[config.mk]
export PLATFORM = sky130hd
export DESIGN_NAME = race_reaction_timer
export DESIGN_NICKNAME = d
export VERILOG_FILES = /design/src/rtl/race_reaction_timer.sv
export SDC_FILE = /design/constraint.sdc
export NUM_CORES = 1
export LEC_CHECK = 0
export CORE_MARGIN = 2
export CORE_UTILIZATION = 52
export CTS_CLUSTER_DIAMETER = 80
export DETAILED_ROUTE_END_ITERATION = 10
export PLACE_DENSITY = 0.74
export SKIP_LAST_GASP = 1
export SYNTH_ARGS = -nofsm -noshare
export SYNTH_HDL_FRONTEND = slang
export SYNTH_SLANG_ARGS = --single-unit
[constraint.sdc]
create_clock -name CLOCK -period 2.5 [get_ports CLOCK]
set_clock_uncertainty 0.2 [all_clocks]
set_input_delay 0.75 -clock CLOCK [delete_from_list [all_inputs] [get_ports CLOCK]]
set_output_delay 0.75 -clock CLOCK [all_outputs]
set_load 0.1 [all_outputs]
[src/rtl/race_reaction_timer.sv]
// race_reaction_timer: measures driver reaction time from GREEN to GO_BTN press in ms,
// flagging false starts and timeouts.
module race_reaction_timer #(
  parameter int TICKS_PER_MS = 50_000,
  parameter int MAX_MS = 9999
) (
  input  logic        CLOCK,
  input  logic        RESET,
  input  logic        RED,
  input  logic        YELLOW,
  input  logic        GREEN,
  input  logic        GO_BTN,
  output logic [15:0] REACT_MS,
  output logic        VALID,
  output logic        FALSE_START,
  output logic        TIMEOUT,
  output logic        BUSY
);
  localparam int PW = (TICKS_PER_MS > 2) ? $clog2(TICKS_PER_MS) : 1;
  typedef enum logic [1:0] {IDLE, ARMED, TIMING, DONE} state_t;
  state_t state;
  logic [3:0] s1, s2;
  logic btn_d;
  logic press;
  logic [PW-1:0] pre;
  logic [15:0] ms;
  // synced bit order: {GO_BTN, GREEN, YELLOW, RED}
  assign press = s2[3] & ~btn_d;
  always_ff @(posedge CLOCK) begin
    if (RESET) begin
      state <= IDLE;
      s1 <= '0;
      s2 <= '0;
      btn_d <= 1'b0;
      pre <= '0;
      ms <= '0;
      REACT_MS <= '0;
      VALID <= 1'b0;
      FALSE_START <= 1'b0;
      TIMEOUT <= 1'b0;
      BUSY <= 1'b0;
    end else begin
      s1 <= {GO_BTN, GREEN, YELLOW, RED};
      s2 <= s1;
      btn_d <= s2[3];
      case (state)
        IDLE: if (s2[0]) begin
          state <= ARMED;
          REACT_MS <= '0;
          VALID <= 1'b0;
          FALSE_START <= 1'b0;
          TIMEOUT <= 1'b0;
          BUSY <= 1'b1;
        end
        ARMED: if (press) begin
          state <= DONE;
          FALSE_START <= 1'b1;
          REACT_MS <= '0;
          BUSY <= 1'b0;
        end else if (s2[2]) begin
          state <= TIMING;
          pre <= '0;
          ms <= '0;
        end
        TIMING: if (press) begin
          state <= DONE;
          REACT_MS <= ms;
          VALID <= 1'b1;
          BUSY <= 1'b0;
        end else if (ms == 16'(MAX_MS)) begin
          state <= DONE;
          REACT_MS <= ms;
          TIMEOUT <= 1'b1;
          BUSY <= 1'b0;
        end else if (pre == PW'(TICKS_PER_MS - 1)) begin
          // ms only advances below MAX_MS, so the counter saturates there
          pre <= '0;
          ms <= ms + 16'd1;
        end else begin
          pre <= pre + PW'(1);
        end
        DONE: if (s2[2:0] == 3'b000) state <= IDLE;
        default: state <= IDLE;
      endcase
    end
  end
endmodule

==> results of run 1 <==
## repair_timing
action                                  CTS  global route
resized for setup                         0            10
setup buffers                             0             0
endpoints found under the setup margin    0            14
## sequential cells by signal, summed over array words and instances (netlist names)
signal       count
s2               4
state            2
TIMEOUT          1
REACT_MS        16
btn_d            1
pre             16
VALID            1
BUSY             1
FALSE_START      1
s1               4
ms              16
## path summary, 6_finish.rpt
check / start / to / slack, ns / depth (start not counted)
max: ms[5]$_SDFFE_PP0P_ / pre[0]$_SDFFE_PP0P_ / 0.09 / 6
min: s1[0]$_SDFF_PP0_ / s2[0]$_SDFF_PP0_ / 0.24 / 1
max reg2reg: ms[5]$_SDFFE_PP0P_ / pre[0]$_SDFFE_PP0P_ / 0.09 / 6
min reg2reg: s1[0]$_SDFF_PP0_ / s2[0]$_SDFF_PP0_ / 0.24 / 1
## cells by family (layout without fill, tap and decap cells)
family	Yosys count	after routing	share of synthesized area [%]
compound gates	100	100	23.80
fa+ha+maj	6	6	2.404
flops	63	63	40.38
simple gates	156	156	26.24
buf+inv	36	95	4.527
mux	8	8	2.644
## critical path: stages, from the launching register on
cell	delay, ns
dfxtp_1	0.31
or4_1	0.58
nor4_4	0.39
buf_6	0.20
a2111oi_4	0.09
and2_2	0.27
mux2_2	0.27
## stage by stage
stage	cells	setup TNS, ns	worst slack [ns]	total power, mW
6_report	503	0	0.08955	3.017
5_1_grt	503	-0.06519	-0.04764	3.145
4_1_cts	502	0	0.003776	2.977
3_5_place_dp	486	0	0.01767	1.918
3_3_place_gp	486	0	0.04674	1.896
2_1_floorplan	369	0	0.09054	1.681
## layer usage
metal | vias up | share of wire, %
met4 | 0 | 1.8
met2 | 132 | 50
li1 | 1493 | -
met5 | - | 0
met3 | 17 | 6.1
met1 | 1434 | 42
## where the power goes
part / internal [mW] / switching, mW
clock: 0.661 / 0.405
sequential: 1.03 / 0.0189
combinational: 0.327 / 0.575
total: 2.02 / 0.999
## final cells by class
cell class | instances | area, um2
Clock buffer | 10 | 127.6
Clock inverter | 6 | 108.9
Fill cell | 488 | 1947
Inverter | 13 | 48.80
Multi-Input combinational cell | 270 | 1754
Sequential cell | 63 | 1261
Tap cell | 75 | 93.84
Timing Repair Buffer | 66 | 509.2
## layout by cell type, fill, tap and decap left out, types with 6 or more instances in the layout
cell type,synthesis,routed
buf_4,1,59
a22o_1,6,6
nor2_1,29,29
and2_1,7,6
o31ai_1,7,7
o2111ai_1,13,13
nand3_1,18,18
clkbuf_8,0,9
dfxtp_1,63,63
and3_1,8,8
a21oi_1,21,21
mux2i_1,6,6
a31oi_1,7,7
a2bb2oi_1,7,7
nor3_1,10,9
inv_1,13,13
nor2b_1,14,14
o21ai_0,6,6
nand2_1,37,36
nand4_1,7,7
==> results.ini, run 1 <==
[global_routing]
grt_max_degree = 29
grt.met3_usage_pct = 6.044
gr-total-overflow = 0
track_usage_pct = 25.12
grt_util_met2_pct = 42.21
antenna_found_initial = 0
grt_pass1_wl_um = 12680
grt_pass1_vias = 2738
busiest_layer = met2
met1_usage_pct = 30.68

[clock_network]
root_buffer = clkbuf_8
clkTransAtPathRegs_ns = 0.07
cts.sinks = 63
cts_max_level = 3
clock_latency_ns = 0.35
cts-buffers-inserted = 9
cts_buffer_depth = 2
cts_hold_buf = 0
cts_tree = done

[timing]
slew_violations = 0
fmax_mhz = 414.9
slew_headroom_pct = 62.77
worstMarginPinSlew_ns = 0.5564
post-route-period-util_pct = 96.42
rsz0062_at_grt = true
setup_violations = 0
hold_ws_ns = 0.2425
period_needed_ns = 2.410
final_hold_viol_count = 0

[drt]
route.detailed.drc = 0
postRouteAntennaNets = 0
num_vias = 3076
drt_iter0_markers = 230
drt-pass1-iter-count = 5
wl_um = 8121
wl_per_cell_um = 16.15
routed_via_density = 6.115

[flow_run]
drv_cap = 0

[layout]
finalNetCount = 435
syn_to_final_growth_pct = 25.00
diodes = 0
fin_area_mm2 = 0.003904
drive_above_1_share_pct = 20.79
final_util_pct = 66.72

[outcome]
status = finished, final reports clean

[worst_setup_path]
start_kind = register
cp.arrival_ns = 2.45
criticalPathCategory = register to register
critPathMaxFanout = 9
end_kind = register
critPathRequiredTime_ns = 2.54

[hold_path]
worstHoldPathType = register to register

[floorplan]
die_h_um = 81.50
dieArea_mm2 = 0.006641
io-pin-count = 26
fp-row-count = 28
core_area_mm2 = 0.005851
initial_core_util_pct = 53.38
die_w_um = 81.50

[yosys]
synth.largest_area_cell = dfxtp_1
syn_inst = 369
yosys_register_bits = 63
synth.area.top_cells = dfxtp_1, nand2_1, o2111ai_1, nor2_1, a21oi_1
synth_async_sr_flop_share_pct = 0
yosysWarningCount = 0
yosysSeqAreaShare_pct = 40.38
synth_nets = 381
synth_edf_count = 0
ys_types = 49
synth_commonest_cells = dfxtp_1, nand2_1, nor2_1
syn_area_mm2 = 0.003123
avgSynthCellArea_um2 = 8.463
postSynth.topFlopCell = dfxtp_1
synth_top_area_share_pct = 40.38
yosysMostFrequentCell = dfxtp_1

[pwr]
leakage_nw = 1.508
p_per_area_mw_per_mm2 = 772.8
vdd_drop_max_mv = 0.5607

[placed_design]
place_hpwl_um = 5772
port_buffers = 25
dpl_cell_area_mm2 = 0.003625
gp_congestion = 0.8837

(Power assumes the default switching activity.)
==> run 2, diff against run 1 <==
CORE_ASPECT_RATIO = 1.2   (was not set)
==> results.ini, run 2 (synthesis gave the netlist of run 1 again) <==
[outcome]
status = finished, final reports clean

[worst_setup_path]
r2r_setup_slack_ns = 0.10
critPathMaxStageDelay_ns = 0.55
slowest_stage = or4b_4
critical_path.endpoint = pre[0]$_SDFFE_PP0P_
critPathRequiredTime_ns = 2.54
crit_start = ms[4]$_SDFFE_PP0P_
cp.arrival_ns = 2.44
worst-path-stages = 6
critPathMaxFanout = 9
crit_family = simple AND/OR/NAND/NOR gates
end_kind = register
start_kind = register
reg2reg_to = pre[0]$_SDFFE_PP0P_
rr_worst_depth = 6
path_buf_inv = 1
criticalPathCategory = register to register
path_cells = or4b_4 -> nor4_4 -> buf_4 -> a2111oi_2 -> and2_1 -> mux2_2
r2r-start = ms[4]$_SDFFE_PP0P_

[drt]
drt_iter0_markers = 303
postRouteAntennaNets = 0
wl_um = 7937
routed_via_density = 6.123
num_vias = 3098
route.detailed.drc = 0
wl_per_cell_um = 15.69
drt-pass1-iter-count = 5

[timing]
period_needed_ns = 2.397
slew_violations = 0
finalWorstSetupSlack_ns = 0.1027
slew_headroom_pct = 62.39
final_hold_viol_count = 0
worstMarginPinSlew_ns = 0.5592
hold_ws_ns = 0.2392
fmax_mhz = 417.1
setup_violations = 0
post-route-period-util_pct = 95.89
setup_tns_ns = 0

[hold_path]
worstHoldPathType = register to register
min_from = s1[0]$_SDFF_PP0_

[clock_network]
cts_buffer_depth = 2
cts_tree = done
root_buffer = clkbuf_8
cts.sinks = 63
cts_max_level = 3
clkTransAtPathRegs_ns = 0.08
cts-buffers-inserted = 9
postCtsResizedCells = 0
clock_latency_ns = 0.35
cts_hold_buf = 0
postCtsSetupRepairBufs = 0

[global_routing]
grt_max_degree = 49
gr-total-overflow = 0
grt_pass1_wl_um = 13130
track_usage_pct = 25.75
grt_pass1_vias = 2795
antenna_found_initial = 0

[pwr]
p_per_area_mw_per_mm2 = 740.0
leakage_nw = 1.480
vdd_drop_max_mv = 0.6713
fin_total_pwr_mw = 2.855

[layout]
mostFrequentLayoutCells = dfxtp_1, buf_4, nand2_1
reg_top3 = REACT_MS: 16 flops, ms: 16 flops, pre: 16 flops
diodes = 0
syn_to_final_growth_pct = 23.52
finalNetCount = 433
num-fill-cells = 482
drive_above_1_share_pct = 19.72
final_common_cell = dfxtp_1
fin_area_mm2 = 0.003857

[floorplan]
die_h_um = 88.90
dieArea_mm2 = 0.006644
core_area_mm2 = 0.005743
io-pin-count = 26
die_w_um = 74.75
initial_core_util_pct = 54.38
fp-row-count = 30

[placed_design]
place_hpwl_um = 5537
port_buffers = 25
post-place-ws_ns = 0.09894
dpl_cell_area_mm2 = 0.003628
gp_congestion = 0.9713

[flow_run]
drv_cap = 0

[run 2: cell types whose count changed in the layout (fill, tap and decap cells not counted), moves of 2 or more]
cell	change
buf_4	-2
bufinv_16	-2
clkinv_2	-2
clkinvlp_4	+3
[run 2: area by class of cell]
cell class | count | area [um2] | share of cell area [%]
flip-flops and latches | 63 | 1261 | 32.70
inverters | 13 | 48.80 | 1.265
multi-input cells | 271 | 1742 | 45.15
repair buffers | 63 | 498.0 | 12.91
clock inverters | 6 | 70.07 | 1.816
clock buffers | 10 | 137.6 | 3.568
well taps | 80 | 100.1 | 2.595
[run 2: report_power, final]
| group | total, mW | leakage (nW) | switching, mW | internal, mW |
|---|---|---|---|---|
| Sequential | 1.05 | 0.509 | 0.0187 | 1.03 |
| Combinational | 0.889 | 0.876 | 0.568 | 0.322 |
| Clock | 0.916 | 0.0947 | 0.427 | 0.490 |
| Total | 2.85 | 1.48 | 1.01 | 1.84 |
[run 2: how the worst min path moves through the flow]
| stage | to | cells after the start | slack (ns) |
|---|---|---|---|
| detailed placement | s2[0]$_SDFF_PP0_ | 1 | 0.22 |
| floorplan | s2[0]$_SDFF_PP0_ | 1 | 0.21 |
| CTS | s2[0]$_SDFF_PP0_ | 1 | 0.24 |
| global placement | s2[2]$_SDFF_PP0_ | 1 | 0.22 |
| finish | s2[0]$_SDFF_PP0_ | 1 | 0.24 |
| global route | s2[0]$_SDFF_PP0_ | 1 | 0.25 |
[run 2: metal layers]
layer	part of all wire (%)	vias up	GRT usage, %
met4	3.3	0	13.47
met1	42	1449	32.79
li1	-	1489	-
met5	0	-	0
met2	49	135	41.75
met3	5.5	25	4.284
[run 2: per-stage QoR]
step,std cells,util [%]
after floorplan,369,-
after global placement,489,63.18
after detailed placement,489,63.18
after CTS,505,66.80
after global routing,506,67.17
final,506,67.17
